### config.mk
export PLATFORM = sky130hd
export DESIGN_NAME = rr_arbiter_4
export DESIGN_NICKNAME = d
export VERILOG_FILES = /design/src/rtl/arb_pkg.sv /design/src/rtl/decoder_2x4.sv /design/src/rtl/rr_arbiter_4.sv
export SDC_FILE = /design/constraint.sdc
export NUM_CORES = 1
export LEC_CHECK = 0
export BUFFER_PORTS_ARGS = -buffer_cell sky130_fd_sc_hd__buf_4
export CORE_AREA = 10 10 47 49
export DETAILED_ROUTE_END_ITERATION = 8
export DIE_AREA = 0 0 57 59
export PLACE_DENSITY = 0.54
export SKIP_LAST_GASP = 1
export SYNTH_ARGS = -nofsm -noshare
export SYNTH_HDL_FRONTEND = slang
export SYNTH_SLANG_ARGS = --single-unit
### constraint.sdc
create_clock -name clk -period 3.4 [get_ports clk]
set_clock_uncertainty 0.2 [all_clocks]
set_input_delay 0.17 -clock clk [delete_from_list [all_inputs] [get_ports clk]]
set_output_delay 0.17 -clock clk [all_outputs]
set_load 0.05 [all_outputs]
### src/rtl/arb_pkg.sv
`default_nettype none
// ============================================================================
// Module      : arb_pkg
// Description : Shared definitions for the 4-requester round-robin arbiter:
//               FSM state encoding, requester count, default hold limit and
//               the round-robin search helper.
// Revision    : 1.0 - initial release
// ============================================================================
package arb_pkg;

    localparam int NUM_REQ          = 4;
    localparam int DEFAULT_MAX_HOLD = 8;

    // Arbiter FSM: IDLE means no grant outstanding, GRANT means one is live.
    typedef enum logic [0:0] {
        IDLE  = 1'b0,
        GRANT = 1'b1
    } arb_state_e;

    // Result of a round-robin search.
    typedef struct packed {
        logic       found;
        logic [1:0] idx;
    } rr_pick_t;

    // Return the first requester with req set, starting one past ptr and
    // wrapping. ptr itself is examined last, so the previous winner has
    // lowest priority. Iterating from the farthest offset down lets the
    // nearest match overwrite the others.
    function automatic rr_pick_t rr_search(
        input logic [NUM_REQ-1:0] req,
        input logic [1:0]         ptr
    );
        rr_pick_t   pick;
        logic [1:0] cand;
        pick.found = 1'b0;
        pick.idx   = ptr;
        for (int k = NUM_REQ; k >= 1; k--) begin
            cand = ptr + 2'(k);
            if (req[cand]) begin
                pick.found = 1'b1;
                pick.idx   = cand;
            end
        end
        return pick;
    endfunction

endpackage
`default_nettype wire

### src/rtl/decoder_2x4.sv
`default_nettype none
// ============================================================================
// Module      : decoder_2x4
// Description : 2-to-4 line decoder. {a,b} selects one of w,x,y,z
//               (w = 0, x = 1, y = 2, z = 3).
// Revision    : 1.0 - initial release
// ============================================================================
module decoder_2x4 (
    input  logic a,
    input  logic b,
    output logic w,
    output logic x,
    output logic y,
    output logic z
);

    // Pure combinational decode of the 2-bit select.
    always_comb begin
        w = ~a & ~b;
        x = ~a &  b;
        y =  a & ~b;
        z =  a &  b;
    end

endmodule
`default_nettype wire

### src/rtl/rr_arbiter_4.sv
`default_nettype none
// ============================================================================
// Module      : rr_arbiter_4
// Description : 4-requester round-robin arbiter with grant hold. The grant
//               index is registered; the one-hot grant is its decode gated by
//               gnt_valid. The granted index doubles as the round-robin
//               pointer, so the last winner is lowest priority next time.
//               Optional macro ARB_TIMEOUT_EN adds a hold counter that forces
//               re-arbitration after MAX_HOLD cycles when others are waiting.
// Revision    : 1.0 - initial release
// ============================================================================
module rr_arbiter_4
    import arb_pkg::*;
#(
    parameter int MAX_HOLD = DEFAULT_MAX_HOLD,
    parameter int HOLD_W   = 4
) (
    input  logic               clk,
    input  logic               rst,
    input  logic [NUM_REQ-1:0] req,
    output logic [NUM_REQ-1:0] gnt,
    output logic [1:0]         gnt_idx,
    output logic               gnt_valid
);

    // Reject illegal configurations at elaboration.
    if (MAX_HOLD < 2 || MAX_HOLD > 15 || (2 ** HOLD_W) <= MAX_HOLD) begin : g_param_check
        $error("rr_arbiter_4: MAX_HOLD must be 2..15 and fit in HOLD_W bits");
    end

    arb_state_e state_q, state_d;
    logic [1:0] gnt_idx_q, gnt_idx_d;
    rr_pick_t   w_pick;
    logic       w_new_grant;
    logic       w_timeout;
    logic [3:0] w_dec;

    // Candidate winner searched from one past the current pointer.
    always_comb begin
        w_pick = rr_search(req, gnt_idx_q);
    end

`ifdef ARB_TIMEOUT_EN
    localparam logic [HOLD_W-1:0] C_HOLD_MAX = HOLD_W'(MAX_HOLD - 1);

    logic [HOLD_W-1:0] hold_cnt_q, hold_cnt_d;
    logic              w_others;

    // Another requester is pending besides the current holder.
    always_comb begin
        w_others  = |(req & ~(4'b0001 << gnt_idx_q));
        w_timeout = (state_q == GRANT) && req[gnt_idx_q] &&
                    (hold_cnt_q == C_HOLD_MAX) && w_others;
    end

    // Hold counter: cleared on each new grant, counts while holding, saturates.
    always_comb begin
        hold_cnt_d = hold_cnt_q;
        if (w_new_grant || state_q == IDLE) begin
            hold_cnt_d = '0;
        end else if (hold_cnt_q != C_HOLD_MAX) begin
            hold_cnt_d = hold_cnt_q + 1'b1;
        end
    end

    // Hold counter register.
    always_ff @(posedge clk) begin
        if (rst) begin
            hold_cnt_q <= '0;
        end else begin
            hold_cnt_q <= hold_cnt_d;
        end
    end
`else
    // Without the timeout a holder keeps the grant while its req stays high.
    always_comb begin
        w_timeout = 1'b0;
    end
`endif

    // Next-state: arbitrate from IDLE, hold or hand over back-to-back in GRANT.
    always_comb begin
        state_d     = state_q;
        gnt_idx_d   = gnt_idx_q;
        w_new_grant = 1'b0;
        case (state_q)
            IDLE: begin
                if (w_pick.found) begin
                    state_d     = GRANT;
                    gnt_idx_d   = w_pick.idx;
                    w_new_grant = 1'b1;
                end
            end
            GRANT: begin
                if (!req[gnt_idx_q] || w_timeout) begin
                    if (w_pick.found) begin
                        gnt_idx_d   = w_pick.idx;
                        w_new_grant = 1'b1;
                    end else begin
                        // Nobody left: release, but keep the index as pointer.
                        state_d = IDLE;
                    end
                end
            end
            default: begin
                state_d = IDLE;
            end
        endcase
    end

    // State and pointer registers; index 3 makes requester 0 first after reset.
    always_ff @(posedge clk) begin
        if (rst) begin
            state_q   <= IDLE;
            gnt_idx_q <= 2'd3;
        end else begin
            state_q   <= state_d;
            gnt_idx_q <= gnt_idx_d;
        end
    end

    decoder_2x4 u_dec (
        .a (gnt_idx_q[1]),
        .b (gnt_idx_q[0]),
        .w (w_dec[0]),
        .x (w_dec[1]),
        .y (w_dec[2]),
        .z (w_dec[3])
    );

    // Outputs come straight from the state/pointer flops and their decode.
    always_comb begin
        gnt_valid = (state_q == GRANT);
        gnt_idx   = gnt_idx_q;
        gnt       = w_dec & {NUM_REQ{gnt_valid}};
    end

endmodule
`default_nettype wire

==> flow_summary.json <==
{
  "netlist-cell-type-count": 30,
  "postSynthRegisterBits": 3,
  "number_of_gates_on_the_worst_path_with_buffers_counted": 6,
  "place_worst_setup_slack_ps": 1030,
  "post_synth_inst_count": 49,
  "ant_nets": 0,
  "dr.first_iter.drc_count": 4,
  "timing_hold_violations_final": 0,
  "cts_hold_repair.buffers": 1,
  "crit_family": "flip-flops",
  "synth.cell_area_sq_um": 415,
  "power_density_nw_per_um2": 725,
  "worst-setup-path-type": "flip-flop to flip-flop",
  "synth_area_per_cell_sq_um": 8.48,
  "drv_slew": 0,
  "initial_antenna_violation_count": 0,
  "grt_setup_unrepaired": "false",
  "die-width_microns": 57,
  "clock_tree_from_tritoncts": "done",
  "timing.critical_path.required_ps": 3310,
  "fin_crit_sh": 0.695,
  "nNetsFinal": 72,
  "synth_edf_count": 0,
  "antenna_cells_inserted": 0,
  "worst-slew-pin-transition_ps": 427,
  "drc_errors": 0,
  "first_global_vias": 389,
  "vdd_drop_max_mv": 0.321,
  "finalCoreUtilization": 0.375,
  "ys_async_sr_fraction": 0,
  "dieHeight_microns": 59,
  "synth.net_count": 59,
  "clkLatencyLatePin_ps": 230,
  "reg2regPathDepth": 6,
  "clock_tree.htree_level_count": 1,
  "io_buffer_count": 12,
  "hold_depth": 2,
  "yosys_warnings": 0,
  "gp_congestion": 0.860,
  "synth-seq-area-share": 0.145,
  "setup.worst_path.start_class": "flip-flop",
  "syn2layout_area_growth_pct": 26.5,
  "die_outline_area_sq_um": 3360,
  "post-route-worst-setup-slack_ps": 1040,
  "detailroute.via_count": 397,
  "initial_utilization": 0.296,
  "post_cts.repair.setup_buffers": 0,
  "cts_sinks": 3,
  "crit_buf_inv": 1,
  "timing.critical_path.fanout_max": 12,
  "worst_hold_path_type": "primary input to flip-flop",
  "grt_max_degree": 13,
  "outcome": "finished, final reports clean",
  "clock_tree.root_cell": "sky130_fd_sc_hd__clkbuf_4",
  "finalSetupTns_ps": 0,
  "routed_wirelength_microns": 971,
  "global_route_wire_length_before_repair_mm": 1.66,
  "layout-drive-gt1-share": 0.311,
  "critPathCaptureType": "flip-flop",
  "synth-main-ff-cell": "sky130_fd_sc_hd__dfxtp_1",
  "cts-resized-gates": 0,
  "detailedPlacementHpwl_microns": 750,
  "arrival_ps": 2270,
  "gr-total-overflow": 0,
  "cts_max_path_buffers": 2,
  "detail_route.vias_per_cell": 5.16,
  "std_cell_rows": 14,
  "drv.max_cap_violation_count": 0,
  "max_freq_mhz": 423,
  "final.fill_count": 154,
  "slowest_library_cell_on_the_worst_path": "sky130_fd_sc_hd__dfxtp_1",
  "crit_path_cell_trace": "inv_1 > ha_1 > or3b_2 > a31oi_1 > o31a_1 > mux2i_1",
  "power.leakage_nw": 0.245,
  "design.portCount": 13,
  "tritoncts.num_buffers": 3,
  "drt_pass1_iterations": 3,
  "max_slew_margin": 0.715,
  "cpPeakStageDelay_ps": 560,
  "final-seq-area_sq_um": 60.1,
  "finalCriticalPeriod_ps": 2360,
  "post_drt_wl_per_cell_microns": 12.6,
  "coreArea_sq_um": 1400,
  "multiInputGateArea_sq_um": 308,
  "clk_transition_reported_paths_ps": 40,
  "gr-usage-all-layers": 0.0597,
  "finalSetupViolCount": 0
}
[cell usage in the layout (no fill, tap or decap), types with 2 or more instances in the layout]
cell type                  netlist  layout
sky130_fd_sc_hd__dfxtp_1         3       3
sky130_fd_sc_hd__clkbuf_4        0       3
sky130_fd_sc_hd__inv_1           3       3
sky130_fd_sc_hd__and2_1          4       4
sky130_fd_sc_hd__o32ai_1         2       2
sky130_fd_sc_hd__a21oi_1         2       2
sky130_fd_sc_hd__buf_4           2      12
sky130_fd_sc_hd__ha_1            4       4
sky130_fd_sc_hd__nor2_1          2       2
sky130_fd_sc_hd__nand2b_1        3       3
sky130_fd_sc_hd__or3_1           2       2
sky130_fd_sc_hd__mux2i_1         3       3
[path summary, 6_finish.rpt]
kind	startpoint	to	slack [ps]
worst max-delay path	gnt_idx[0]	gnt_idx[1]	1040
worst min-delay path	req[2]	gnt_valid	30
worst max register to register	gnt_idx[0]	gnt_idx[1]	1040
worst min register to register	gnt_idx[1]	gnt_idx[1]	500
[where the power goes]
group	leakage (nW)	switching, mW	internal (mW)
clock network	0.0150	0.0182	0.0439
logic	0.205	0.142	0.0997
registers	0.0252	0.0320	0.0456
[worst reg2reg max path: stages, from the launching register on]
cell and delay (ps):
sky130_fd_sc_hd__dfxtp_1 560, sky130_fd_sc_hd__inv_1 190, sky130_fd_sc_hd__ha_1 410, sky130_fd_sc_hd__or3b_2 480, sky130_fd_sc_hd__a31oi_1 190, sky130_fd_sc_hd__o31a_1 150
sky130_fd_sc_hd__mux2i_1 60
[final cells by class]
type                    instances  area share
multi-input cells              38       0.586
repair buffers                 13       0.190
well taps                      16      0.0381
clock buffers                   4      0.0500
inverters                       3      0.0214
flip-flops and latches          3       0.114
[flip-flops by register name, indices dropped and copies added, names as in the netlist]
signal and flops:
gnt_idx 2, gnt_valid 1
[logic make-up after synthesis]
| family | Yosys count | synth area share |
|---|---|---|
| compound gates | 12 | 0.214 |
| fa+ha+maj | 4 | 0.120 |
| buf+inv | 8 | 0.114 |
| flops | 3 | 0.145 |
| mux | 4 | 0.127 |
| simple gates | 18 | 0.280 |
[synth_stat cells, types with 2 or more instances]
master	count	area, sq um
sky130_fd_sc_hd__ha_1	4	50.1
sky130_fd_sc_hd__inv_1	3	11.3
sky130_fd_sc_hd__and2_1	4	25.0
sky130_fd_sc_hd__dfxtp_1	3	60.1
sky130_fd_sc_hd__buf_4	2	15.0
sky130_fd_sc_hd__a21oi_1	2	10.0
sky130_fd_sc_hd__nor2_1	2	7.51
sky130_fd_sc_hd__mux2i_1	3	30.0
sky130_fd_sc_hd__o32ai_1	2	17.5
sky130_fd_sc_hd__or3_1	2	12.5
sky130_fd_sc_hd__nand2b_1	3	18.8
[routing by layer]
metal / track usage / vias up / wire (microns)
met4: 0.0201 / 0 / 0
met5: 0 / - / 0
li1: - / 201 / -
met2: 0.0853 / 10 / 484
met1: 0.0737 / 186 / 443
met3: 0.0322 / 0 / 42
[per-stage QoR]
step	total power, mW	std cells	hold WS [ps]	cell area (sq um)
finish	0.381	77	27.4	526
CTS	0.386	77	17.7	526
floorplan	0.280	49	112	415
detailed placement	0.321	72	230	489
global placement	0.320	72	229	489
global route	0.413	77	30.3	526
(Power assumes the default switching activity.)
